$ cat src/rtl/shader_load_stager_if.sv
// Handshake and memory-side bundle for the shader load stager.
// The master side supplies instructions and frame/cancel events; the
// slave side is the stager, which returns the memory stream and status.
interface shader_load_stager_if #(
  parameter int NUM_INSTR = 12,
  parameter int INSTR_W   = 8
);
  localparam int FILL_W = $clog2(NUM_INSTR + 1);

  logic [INSTR_W-1:0] wr_instr_i;
  logic               wr_valid_i;
  logic               wr_ready_o;
  logic               cancel_i;
  logic               frame_i;
  logic [INSTR_W-1:0] mem_instr_o;
  logic               mem_load_o;
  logic [FILL_W-1:0]  fill_level_o;
  logic               pending_o;
  logic               done_o;
  logic               overflow_o;

  modport master (
    output wr_instr_i, wr_valid_i, cancel_i, frame_i,
    input  wr_ready_o, mem_instr_o, mem_load_o, fill_level_o,
           pending_o, done_o, overflow_o
  );

  modport slave (
    input  wr_instr_i, wr_valid_i, cancel_i, frame_i,
    output wr_ready_o, mem_instr_o, mem_load_o, fill_level_o,
           pending_o, done_o, overflow_o
  );
endinterface

$ cat src/rtl/shader_load_stager.sv
// Shader load stager: collects a full program from the SPI instruction
// stream, holds it until a frame boundary, then writes it to shader
// memory as one uninterrupted burst so a program is never half-loaded
// while a frame is being drawn.
module shader_load_stager #(
  parameter int NUM_INSTR = 12,
  parameter int INSTR_W   = 8
) (
  input logic             clk_i,
  input logic             rst_ni,
  shader_load_stager_if.slave bus
);
  localparam int FILL_W = $clog2(NUM_INSTR + 1);
  localparam logic [FILL_W-1:0] LAST = FILL_W'(NUM_INSTR - 1);
  localparam logic [FILL_W-1:0] FULL = FILL_W'(NUM_INSTR);

  typedef enum logic [1:0] {FILL, PENDING, COMMIT} state_t;

  state_t             state;
  logic [FILL_W-1:0]  fill;
  logic [FILL_W-1:0]  rd_idx;
  logic [INSTR_W-1:0] mem_instr;
  logic               mem_load;
  logic               pending;
  logic               done;
  logic               overflow;
  logic               accept;
  logic [INSTR_W-1:0] prog_buf [NUM_INSTR];

  // Writes are only taken while filling; a cancel in the same cycle drops the write.
  assign accept         = bus.wr_valid_i && (state == FILL) && !bus.cancel_i;
  assign bus.wr_ready_o = (state == FILL);
  assign bus.mem_instr_o  = mem_instr;
  assign bus.mem_load_o   = mem_load;
  assign bus.fill_level_o = fill;
  assign bus.pending_o    = pending;
  assign bus.done_o       = done;
  assign bus.overflow_o   = overflow;

  // Program storage; contents are don't-care until written, so no reset.
  always_ff @(posedge clk_i) begin
    if (accept) begin
      prog_buf[fill] <= bus.wr_instr_i;
    end
  end

  // Control FSM with registered outputs; the first load is issued on the
  // frame edge itself so the burst starts the cycle after frame_i.
  always_ff @(posedge clk_i or negedge rst_ni) begin
    if (!rst_ni) begin
      state     <= FILL;
      fill      <= '0;
      rd_idx    <= '0;
      mem_instr <= '0;
      mem_load  <= 1'b0;
      pending   <= 1'b0;
      done      <= 1'b0;
      overflow  <= 1'b0;
    end else begin
      done <= 1'b0;
      case (state)
        FILL: begin
          if (bus.cancel_i) begin
            fill     <= '0;
            overflow <= 1'b0;
          end else if (bus.wr_valid_i) begin
            fill <= fill + 1'b1;
            if (fill == LAST) begin
              state   <= PENDING;
              pending <= 1'b1;
            end
          end
        end
        PENDING: begin
          if (bus.cancel_i) begin
            state    <= FILL;
            fill     <= '0;
            pending  <= 1'b0;
            overflow <= 1'b0;
          end else begin
            if (bus.wr_valid_i) begin
              overflow <= 1'b1;
            end
            if (bus.frame_i) begin
              state     <= COMMIT;
              pending   <= 1'b0;
              mem_load  <= 1'b1;
              mem_instr <= prog_buf[0];
              rd_idx    <= FILL_W'(1);
            end
          end
        end
        COMMIT: begin
          if (bus.wr_valid_i) begin
            overflow <= 1'b1;
          end
          if (rd_idx == FULL) begin
            state    <= FILL;
            fill     <= '0;
            rd_idx   <= '0;
            mem_load <= 1'b0;
            done     <= 1'b1;
          end else begin
            mem_instr <= prog_buf[rd_idx];
            rd_idx    <= rd_idx + 1'b1;
          end
        end
        default: begin
          state <= FILL;
        end
      endcase
    end
  end
endmodule

$ cat src/flat_wrapper.sv
// flat-port wrapper written by rule: the top's interface ports become plain ports
module shader_load_stager_flat 
#(
  parameter int NUM_INSTR = 12,
  parameter int INSTR_W   = 8
)
  (clk_i, rst_ni, bus_wr_instr_i, bus_wr_valid_i, bus_cancel_i, bus_frame_i, bus_wr_ready_o, bus_mem_instr_o, bus_mem_load_o, bus_fill_level_o, bus_pending_o, bus_done_o, bus_overflow_o);
  shader_load_stager_if #(.NUM_INSTR(NUM_INSTR), .INSTR_W(INSTR_W)) bus_i ();
  input logic clk_i;
  input logic rst_ni;
  input wire logic [$bits(bus_i.wr_instr_i)-1:0] bus_wr_instr_i;
  input wire logic [$bits(bus_i.wr_valid_i)-1:0] bus_wr_valid_i;
  input wire logic [$bits(bus_i.cancel_i)-1:0] bus_cancel_i;
  input wire logic [$bits(bus_i.frame_i)-1:0] bus_frame_i;
  output wire logic [$bits(bus_i.wr_ready_o)-1:0] bus_wr_ready_o;
  output wire logic [$bits(bus_i.mem_instr_o)-1:0] bus_mem_instr_o;
  output wire logic [$bits(bus_i.mem_load_o)-1:0] bus_mem_load_o;
  output wire logic [$bits(bus_i.fill_level_o)-1:0] bus_fill_level_o;
  output wire logic [$bits(bus_i.pending_o)-1:0] bus_pending_o;
  output wire logic [$bits(bus_i.done_o)-1:0] bus_done_o;
  output wire logic [$bits(bus_i.overflow_o)-1:0] bus_overflow_o;
  assign bus_i.wr_instr_i = bus_wr_instr_i;
  assign bus_i.wr_valid_i = bus_wr_valid_i;
  assign bus_i.cancel_i = bus_cancel_i;
  assign bus_i.frame_i = bus_frame_i;
  assign bus_wr_ready_o = bus_i.wr_ready_o;
  assign bus_mem_instr_o = bus_i.mem_instr_o;
  assign bus_mem_load_o = bus_i.mem_load_o;
  assign bus_fill_level_o = bus_i.fill_level_o;
  assign bus_pending_o = bus_i.pending_o;
  assign bus_done_o = bus_i.done_o;
  assign bus_overflow_o = bus_i.overflow_o;
  shader_load_stager #(.NUM_INSTR(NUM_INSTR), .INSTR_W(INSTR_W)) u_core (.clk_i(clk_i), .rst_ni(rst_ni), .bus(bus_i));
endmodule
$ cat config.mk
export PLATFORM = sky130hd
export DESIGN_NAME = shader_load_stager_flat
export DESIGN_NICKNAME = d
export VERILOG_FILES = /design/src/rtl/shader_load_stager_if.sv /design/src/rtl/shader_load_stager.sv /design/src/flat_wrapper.sv
export SDC_FILE = /design/constraint.sdc
export NUM_CORES = 1
export LEC_CHECK = 0
export ABC_AREA = 1
export CAP_MARGIN = 20
export CORE_ASPECT_RATIO = 1.5
export CORE_MARGIN = 3
export CORE_UTILIZATION = 41
export CTS_CLUSTER_SIZE = 16
export DETAILED_ROUTE_END_ITERATION = 12
export PLACE_DENSITY = 0.58
export RECOVER_POWER = 25
export REMOVE_ABC_BUFFERS = 1
export SLEW_MARGIN = 10
export SYNTH_ARGS = -nofsm -noshare
export SYNTH_HDL_FRONTEND = slang
export SYNTH_SLANG_ARGS = --single-unit
$ cat constraint.sdc
create_clock -name clk_i -period 6.1 [get_ports clk_i]
set_input_delay 0.61 -clock clk_i [delete_from_list [all_inputs] [get_ports clk_i]]
set_output_delay 0.61 -clock clk_i [all_outputs]
set_load 0.02 [all_outputs]
# == Word-level counts from Yosys, hierarchy flattened ==
# Memories as Yosys holds them, arrays and structs flattened.
# Cells that the tools add are included.
# classes
n_addsub,2
multipliers,0
div,0
magnitude_cmp,0
eq_ne,15
shift,0
n_mux,38
n_bitwise,0
n_reduce_logical,14
# op_table
operator,count
2-to-1 mux 4 bit,7
2-to-1 mux 8 bit,3
case mux 8 bit (2 select lines),1
2-to-1 mux 1 bit,15
"!= test 2 bit, second input constant",7
2-to-1 mux 2 bit,6
case mux 4 bit (3 select lines),1
AND reduction 4 bit,3
AND reduction 5 bit,2
"adder 4 x 1 -> 4 bit, second input constant",2
"== test 4 bit, second input constant",2
case mux 4 bit (2 select lines),1
"!= test 3 bit, second input constant",2
case mux 2 bit (3 select lines),1
"!= test 2 x 1 -> 1 bit, second input constant",2
case mux 1 bit (2 select lines),2
nonzero test 2 bit,2
case mux 1 bit (3 select lines),1
AND reduction 3 bit,1
nonzero test 3 bit,1
"== test 2 x 1 -> 1 bit, second input constant",1
"== test 2 bit, second input constant",1
logical AND 1 bit,2
logical NOT 2 bit,1
2 further kinds,2
# totals
register_bits,22
latchBits,0
mem_bits_rw,96
rom_bits,0
inputBits,13
mem_count,1
# memory_table
memory,depth,word_bits,read_ports,rd_clocked_by_memory_dff,wr,line,rtl
u_core.prog_buf,12,8,2,0,1,shader_load_stager.sv:28,logic [INSTR_W-1:0] prog_buf [NUM_INSTR];

# == Logic depth before layout (Yosys ltp) ==
# depth
depth_word,5
ltp_mapped,12
ltp_nobuf,10

# == Worst setup path after synthesis ==
# No wires, ideal clock.
# synth_timing
kind,register -> register
startpoint,register u_core.state[0]
endpoint,memory u_core.prog_buf[10][0] (enable)
arrival_ps,1830
required_time_ps,5717
path_slack_ps,3887
path_stages_with_launch,6
path_buffers,1
period_less_slack_ps,2213
cell_sequence,dfrtp_1 inv_1 ha_1 nand3_1 clkbuf_1 nor3_1
# synth_via
elab_chain_cells,5
# synth_lines
element,line,rtl
"start, declared",shader_load_stager.sv:19,state_t state;
"start signal, assigned",shader_load_stager.sv:51,state <= FILL;
"start signal, assigned",shader_load_stager.sv:69,state <= PENDING;
"start signal, assigned",shader_load_stager.sv:76,state <= FILL;
logical NOT 2 bit,--,
net bus_wr_ready_o,flat_wrapper.sv:15,output wire logic [$bits(bus_i.wr_ready_o)-1:0] bus_wr_ready_o;
logical AND 1 bit (2 in series),shader_load_stager.sv:31,assign accept = bus.wr_valid_i && (state == FILL) && !bus.cancel_i;
2-to-1 mux 1 bit,shader_load_stager.sv:42,if (accept) begin
2-to-1 mux 1 bit (not written as such),shader_load_stager.sv:43,prog_buf[fill] <= bus.wr_instr_i;
"end, declared",shader_load_stager.sv:28,
# The timed path passes the listed nets, and every way through them passes these cells.

# == Worst setup path in the final report ==
# layout_timing
startpoint,register u_core.state[1]
endpoint,memory u_core.prog_buf[0][5] (enable)
# layout_via
elab_chain_cells,5
# layout_lines
element,line
logical NOT 2 bit,shader_load_stager.sv:31
logical AND 1 bit (2 in series),shader_load_stager.sv:31
2-to-1 mux 1 bit,shader_load_stager.sv:42
2-to-1 mux 1 bit (not written as such),shader_load_stager.sv:43
# Every way passes these cells.

==> flow_summary.yaml <==
synthesis:
  async_flop_share_pct: 18.6
  synth_edf_count: 96
  muxShareOfSynthArea_pct: 0
  synth_simple_gate_area_share_pct: 21.1
  synthXorXnorAreaFrac_pct: 0
  yosysMostFrequentCell: "nand2_1"
  avgSynthCellArea_sq_um: 10.2
  synth_top_cell_by_area: "edfxtp_1"
  synth_top_family_by_area: "simple AND/OR/NAND/NOR gates"
  ys_ff_latch: 118
  synth-seq-area-share_pct: 65.6
  yosysWarnings: 0
  yosysUniqueCellTypes: 23
  synthTopCellsByCount: "149 x nand2_1, 96 x edfxtp_1, 82 x nand3_1, 57 x inv_1, 22 x dfrtp_1"
  synth_top_cell_area_share_pct: 55.1
  synth_area_leaders: "edfxtp_1 55%, nand2_1 11%, dfrtp_1 11%"
  syn_inst: 512
  synth_area_sq_um: 5230
  synth_compound_area_share_pct: 3.80
  yosys.area_share.adder_pct: 2.63
  synth_flop_cell: "edfxtp_1"
clocking:
  hold_buffers: 0
  numCtsBuffers: 17
  clock_path_buffers: 2
  cts_tree: "done"
  cts-resized-gates: 0
  clock_latency_ns: 0.41
  path_clk_slew_ns: 0.05
  cts_setup_buffers: 0
  clock-root-buffer: "clkbuf_16"
  clock_sinks: 118
  h-tree-depth: 4
sta:
  relSlewSlack_pct: 26.4
  min_period_ns: 2.72
  setup_viol: 0
  timing.fmax_mhz: 367
  tightest_slew_ns: 1.10
  fin_skew_ns: 0.00688
  rsz0062_at_grt: "false"
  hold_viol_final: 0
  worst_slack_ns: 3.38
  setup_tns_ns: 0
  finalCritPeriodShare_pct: 44.7
  drv_slew: 0
global_routing:
  antenna_found_initial: 0
  grt_max_degree: 53
  grt_pass1_wl_um: 19600
  globalRouteOverflowTotal: 0
  grt_pass1_vias: 3572
  grt_util_all_layers_pct: 18.7
finish:
  antennaDiodeCount: 0
  layout-drive-gt1-share_pct: 6.10
  areaGrowthSynthToFinish_pct: 17.8
  fin_nets: 568
die:
  ios: 30
  die_h_um: 144
  start_util_pct: 42.7
  core-area_sq_um: 12300
  std_cell_rows: 49
  dieArea_sq_um: 14200
  dieWidth_um: 98.3
place:
  portBuffers: 29
  gp_congestion: 0.862
  dp_hpwl_um: 8780
  place_ws_ns: 2.94
critical_path:
  critical-path-top-delay-family: "simple AND/OR/NAND/NOR gates"
  critPathBufInv: 1
  cp_slowest_cell: "nor3_1"
  crit_required_ns: 6.12
  cp.arrival_ns: 2.74
  crit_type: "reg2reg"
  critPathMaxFanout: 12
  end_kind: "register"
  cp_cell_sequence: "inv_1 > ha_1 > nand3_1 > nor3_1"
  max_stage_delay_ns: 1.01
  r2r_setup_slack_ns: 3.38
  start_kind: "register"
  startpoint: "u_core.state[1]"
  r2r_start: "u_core.state[1]"
routing:
  wl_per_cell_um: 17.8
  drtPass1Iterations: 5
  num_vias: 3675
  viasPerCell: 5.18
  totalWireLength_um: 12700
  drc_errors: 0
  drt_iter0_drc: 330
  ant_nets: 0
power_and_ir_drop:
  leakage_nw: 2.50
  power_density_nw_per_um2: 444
  vdd_ir_drop_max_v: 0.000238
  power.total_mw: 2.74
flow_run:
  cap_violations: 0
hold_path:
  worstHoldStart: "u_core.bus.mem_instr_o[0]"
  hp-class: "reg2reg"
run_status:
  status: "complete, no violations"
[power by group]
group | internal (mW) | total (mW) | switching (mW)
clock network | 0.574 | 0.891 | 0.317
logic | 0.274 | 0.820 | 0.546
registers | 0.950 | 1.03 | 0.0764
[sequential cells by signal, summed over array words and instances, names as in the netlist]
signal                   cells
u_core.bus.mem_instr_o       8
u_core.bus.mem_load_o        1
u_core.prog_buf             96
u_core.bus.pending_o         1
u_core.bus.done_o            1
u_core.state                 2
u_core.bus.overflow_o        1
u_core.bus.fill_level_o      4
u_core.rd_idx                4
[cell type report]
type | count | area (sq um)
clock buffer | 25 | 475
fill | 1110 | 6100
sequential | 118 | 3430
timing repair buffer | 35 | 322
inverter | 65 | 244
clock inverter | 7 | 57.6
tap | 153 | 191
multi-input combinational | 307 | 1440
[worst paths after layout]
check	cells after the start	to
max	4	u_core.prog_buf[0][5]
max in group asynchronous	2	u_core.bus.mem_instr_o[1]
min reg2reg	2	u_core.bus.mem_instr_o[0]
min	2	u_core.bus.mem_instr_o[0]
max reg2reg	4	u_core.prog_buf[0][5]
min in group asynchronous	1	u_core.bus.mem_load_o
[kinds of logic (layout without fill, tap and decap cells)]
logic type | count (synthesis) | in the layout
AOI/OAI and AO/OA | 36 | 36
adders and majority gates | 11 | 11
buffers and inverters | 87 | 132
DFF | 118 | 118
and+or+nand+nor | 260 | 260
[stage by stage]
stage | utilization [%] | cell area, sq um | hold slack [ns] | std cells
2_1_floorplan | - | 5120 | 0.314 | 490
6_report | 50.3 | 6160 | 0.482 | 710
3_5_place_dp | 45.7 | 5610 | 0.478 | 673
3_3_place_gp | 45.7 | 5610 | 0.467 | 673
5_1_grt | 50.3 | 6160 | 0.539 | 710
4_1_cts | 50.1 | 6140 | 0.491 | 705
[worst register-to-register path, cell delays in order (launching register included)]
cell and delay, ns:
dfrtp_1 0.40, inv_1 0.13, ha_1 0.31, nand3_1 0.49, nor3_1 1.02
[routing by layer]
layer	global-route usage [%]	up-vias	routed length [um]
li1	-	1770	-
met1	22.7	1763	5210
met2	31.9	118	6530
met3	3.86	24	572
met4	9.42	0	359
met5	0	-	0
[cell usage in the layout, fill, tap and decap left out]
cell | Yosys | layout
clkinv_2 | 0 | 4
inv_2 | 3 | 3
ha_1 | 11 | 11
and2_1 | 1 | 1
nor2_1 | 12 | 12
clkdlybuf4s50_1 | 0 | 23
nand2_2 | 1 | 1
dfrtp_1 | 22 | 22
nor4_1 | 1 | 1
dlygate4sd3_1 | 0 | 6
nand3_1 | 82 | 82
nand2_1 | 149 | 149
o21ai_0 | 15 | 15
buf_4 | 1 | 1
buf_2 | 17 | 4
nor3_1 | 13 | 13
clkbuf_1 | 3 | 7
clkbuf_8 | 0 | 2
a21oi_1 | 18 | 18
o22ai_4 | 1 | 1
clkinv_1 | 5 | 7
edfxtp_1 | 96 | 96
clkbuf_16 | 0 | 17
o22ai_1 | 1 | 1
nand4_1 | 1 | 1
o31ai_1 | 1 | 1
inv_1 | 57 | 57
bufinv_16 | 0 | 1
Power figures use the tool's default switching activity.
==> RTL change, RTL diff (same settings) <==
`INSTR_W` is set to 8 in 3 places; all go to 12.
--- a/src/rtl/shader_load_stager_if.sv
+++ b/src/rtl/shader_load_stager_if.sv
@@ -3,7 +3,7 @@
 // slave side is the stager, which returns the memory stream and status.
 interface shader_load_stager_if #(
   parameter int NUM_INSTR = 12,
-  parameter int INSTR_W   = 8
+  parameter int INSTR_W   = 12
 );
   localparam int FILL_W = $clog2(NUM_INSTR + 1);
 
--- a/src/rtl/shader_load_stager.sv
+++ b/src/rtl/shader_load_stager.sv
@@ -4,7 +4,7 @@
 // while a frame is being drawn.
 module shader_load_stager #(
   parameter int NUM_INSTR = 12,
-  parameter int INSTR_W   = 8
+  parameter int INSTR_W   = 12
 ) (
   input logic             clk_i,
   input logic             rst_ni,
--- a/src/flat_wrapper.sv
+++ b/src/flat_wrapper.sv
@@ -2,7 +2,7 @@
 module shader_load_stager_flat 
 #(
   parameter int NUM_INSTR = 12,
-  parameter int INSTR_W   = 8
+  parameter int INSTR_W   = 12
 )
   (clk_i, rst_ni, bus_wr_instr_i, bus_wr_valid_i, bus_cancel_i, bus_frame_i, bus_wr_ready_o, bus_mem_instr_o, bus_mem_load_o, bus_fill_level_o, bus_pending_o, bus_done_o, bus_overflow_o);
   shader_load_stager_if #(.NUM_INSTR(NUM_INSTR), .INSTR_W(INSTR_W)) bus_i ();
Ports: changed (resized bus_mem_instr_o and bus_wr_instr_i); port bits go from 30 to 38. No check against the original RTL was run, so the function may have changed too.
==> RTL change against the unedited design <==
  * The run now ends with max-capacitance violations, max-slew violations left
  * Total power is 37% higher
  * Final area is 40% higher
  * Via count is 37% higher
  * Sequential cell count is 52 higher
  * Worst hold slack better by 0.0012 ns
  * Routed wire length is 56% higher
  * Clock power is 35% higher
  * Global-route usage is 2.5 points higher
  * Sequential share of layout area is 2.1 points higher
  * Area after synthesis is 42% higher
  * Sequential power is 37% higher
  * Worst setup slack worse by 0.15 ns
  * Largest cell class unchanged
  * Highest routed layer unchanged
==> RTL change: results (changes against the unedited design) <==
M1 GR Usage=23.6% (was 22.7%); worst vdd ir=220 uV (was 238 uV); number of global-route vias before repair=5,089 (was 3,572); share of layout cells above drive strength 1=8.30% (was 6.10%); GR Layer Usage met3=3.89% (was 3.86%); Pre-antenna DRT Iters=6 (was 5); hold-critical path endpoint=u_core.bus.mem_instr_o[3] (was u_core.bus.mem_instr_o[0]); TritonCTS buffer count=17 (unchanged); insertion delay to the later sink of the worst-skew pair=0.43 ns (was 0.41 ns); status=complete, but fails checks (was complete, no violations); hpwl dp=13,200 um (was 8780 um); leakage power total=3.41 nW (was 2.50 nW); failing checks=max-capacitance violations, max-slew violations; NumNets Final=762 (was 568); clock-pin slew on the worst setup and hold paths=0.07 ns (was 0.05 ns); sequential-to-total area share from yosys stat=67.1% (was 65.6%); Placer Congestion=0.863 (was 0.862); Synth top cells by count=nand2_1 (227), edfxtp_1 (144), nand3_1 (110), inv_1 (70), dfrtp_1 (26) (was nand2_1 (149), edfxtp_1 (96), nand3_1 (82), inv_1 (57), dfrtp_1 (22)); WP data arrival=2.92 ns (was 2.74 ns); DR vias/cell=5.23 (was 5.18); Area contributors post-synth=edfxtp_1 (58%), nand2_1 (11%), dfrtp_1 (8.8%) (was edfxtp_1 (55%), nand2_1 (11%), dfrtp_1 (11%)); post-synthesis cell type count=24 (was 23); Port-buffer cells=37 (was 29); Reg2Reg Setup Slack=3.23 ns (was 3.38 ns); EDFF count, synth=144 (was 96); Wirelength per Cell=20.6 um (was 17.8 um); hold path startpoint=u_core.bus.mem_instr_o[3] (was u_core.bus.mem_instr_o[0]); root buf cell=clkbuf_16 (unchanged); Max Cap Viol=1 (was 0); synth warn=0 (unchanged); max reg flops=144 (was 96); Max Slew Vio Count=27 (was 0); pre-CTS setup slack=2.80 ns (was 2.94 ns); reg2reg end=u_core.prog_buf[5][9] (was u_core.prog_buf[0][5]); largest net degree at the start of global routing=81 (was 53); WL met1=7440 um (was 5210 um); Slew @ Worst Pin=1.57 ns (was 1.10 ns); fillers=1,657 (was 1,110); met3 wire length=798 um (was 572 um); Max stage delay cell, worst path=nor3_2 (was nor3_1); clock skew=0.0178 ns (was 0.00688 ns); dpl cell area=7960 um^2 (was 5610 um^2); grt met2 use=38.3% (was 31.9%); ys async rst share=15.3% (was 18.6%); met2 wire length=10,800 um (was 6530 um); first-pass GRT wire length=29,800 um (was 19,600 um); period utilization=47.1% (was 44.7%); GRT Total Usage=21.2% (was 18.7%)
==> RTL change: tightest hold or removal path: cells and delay by family, from the launching register on <==
| kind | cells | cell delay [ns] |
|---|---|---|
| DFF | 1 | 0.35 |
| and+or+nand+nor | 2 | 0.10 |
==> RTL change: layout make-up <==
type	instances	area [um^2]	share of cell area (%)
multi-input cells	428	2030	23.5
flip-flops and latches	170	4980	57.8
well taps	213	267	3.09
clock buffers	17	425	4.94
repair buffers	41	397	4.60
inverters	76	285	3.31
clock inverters	15	236	2.75
==> RTL change: how the worst max path moves through the flow <==
stage | depth (start not counted) | end | startpoint | slack, ns
6_report | 4 | u_core.prog_buf[5][9] | u_core.state[1] | 3.23
5_1_grt | 4 | u_core.prog_buf[1][7] | u_core.state[0] | 3.01
4_1_cts | 4 | u_core.prog_buf[4][3] | u_core.state[1] | 3.14
3_5_place_dp | 4 | u_core.prog_buf[1][3] | bus_cancel_i | 2.80
3_3_place_gp | 4 | u_core.prog_buf[0][9] | bus_cancel_i | 2.82
2_1_floorplan | 7 | u_core.rd_idx[0] | u_core.rd_idx[0] | 2.80
==> RTL change: logic make-up after synthesis <==
group / synth area share [%]
AND/OR/NAND/NOR: 21.2
adder cells (fa/ha/maj): 1.86
buffers and inverters: 6.35
AO/OA/AOI/OAI: 3.53
flip-flops: 67.1
==> RTL change: metrics by stage <==
stage          std cells  hold slack (ns)
2_1_floorplan        674            0.314
3_3_place_gp         928            0.470
3_5_place_dp         928            0.470
4_1_cts              960            0.488
5_1_grt              960            0.513
6_report             960            0.484
==> RTL change: where the power goes <==
part           internal, W  leakage [nW]  total [W]  switching (W)
Combinational     0.000347          1.48    0.00113       0.000779
Sequential         0.00134          1.62    0.00141      0.0000643
Clock             0.000736         0.307    0.00120       0.000468
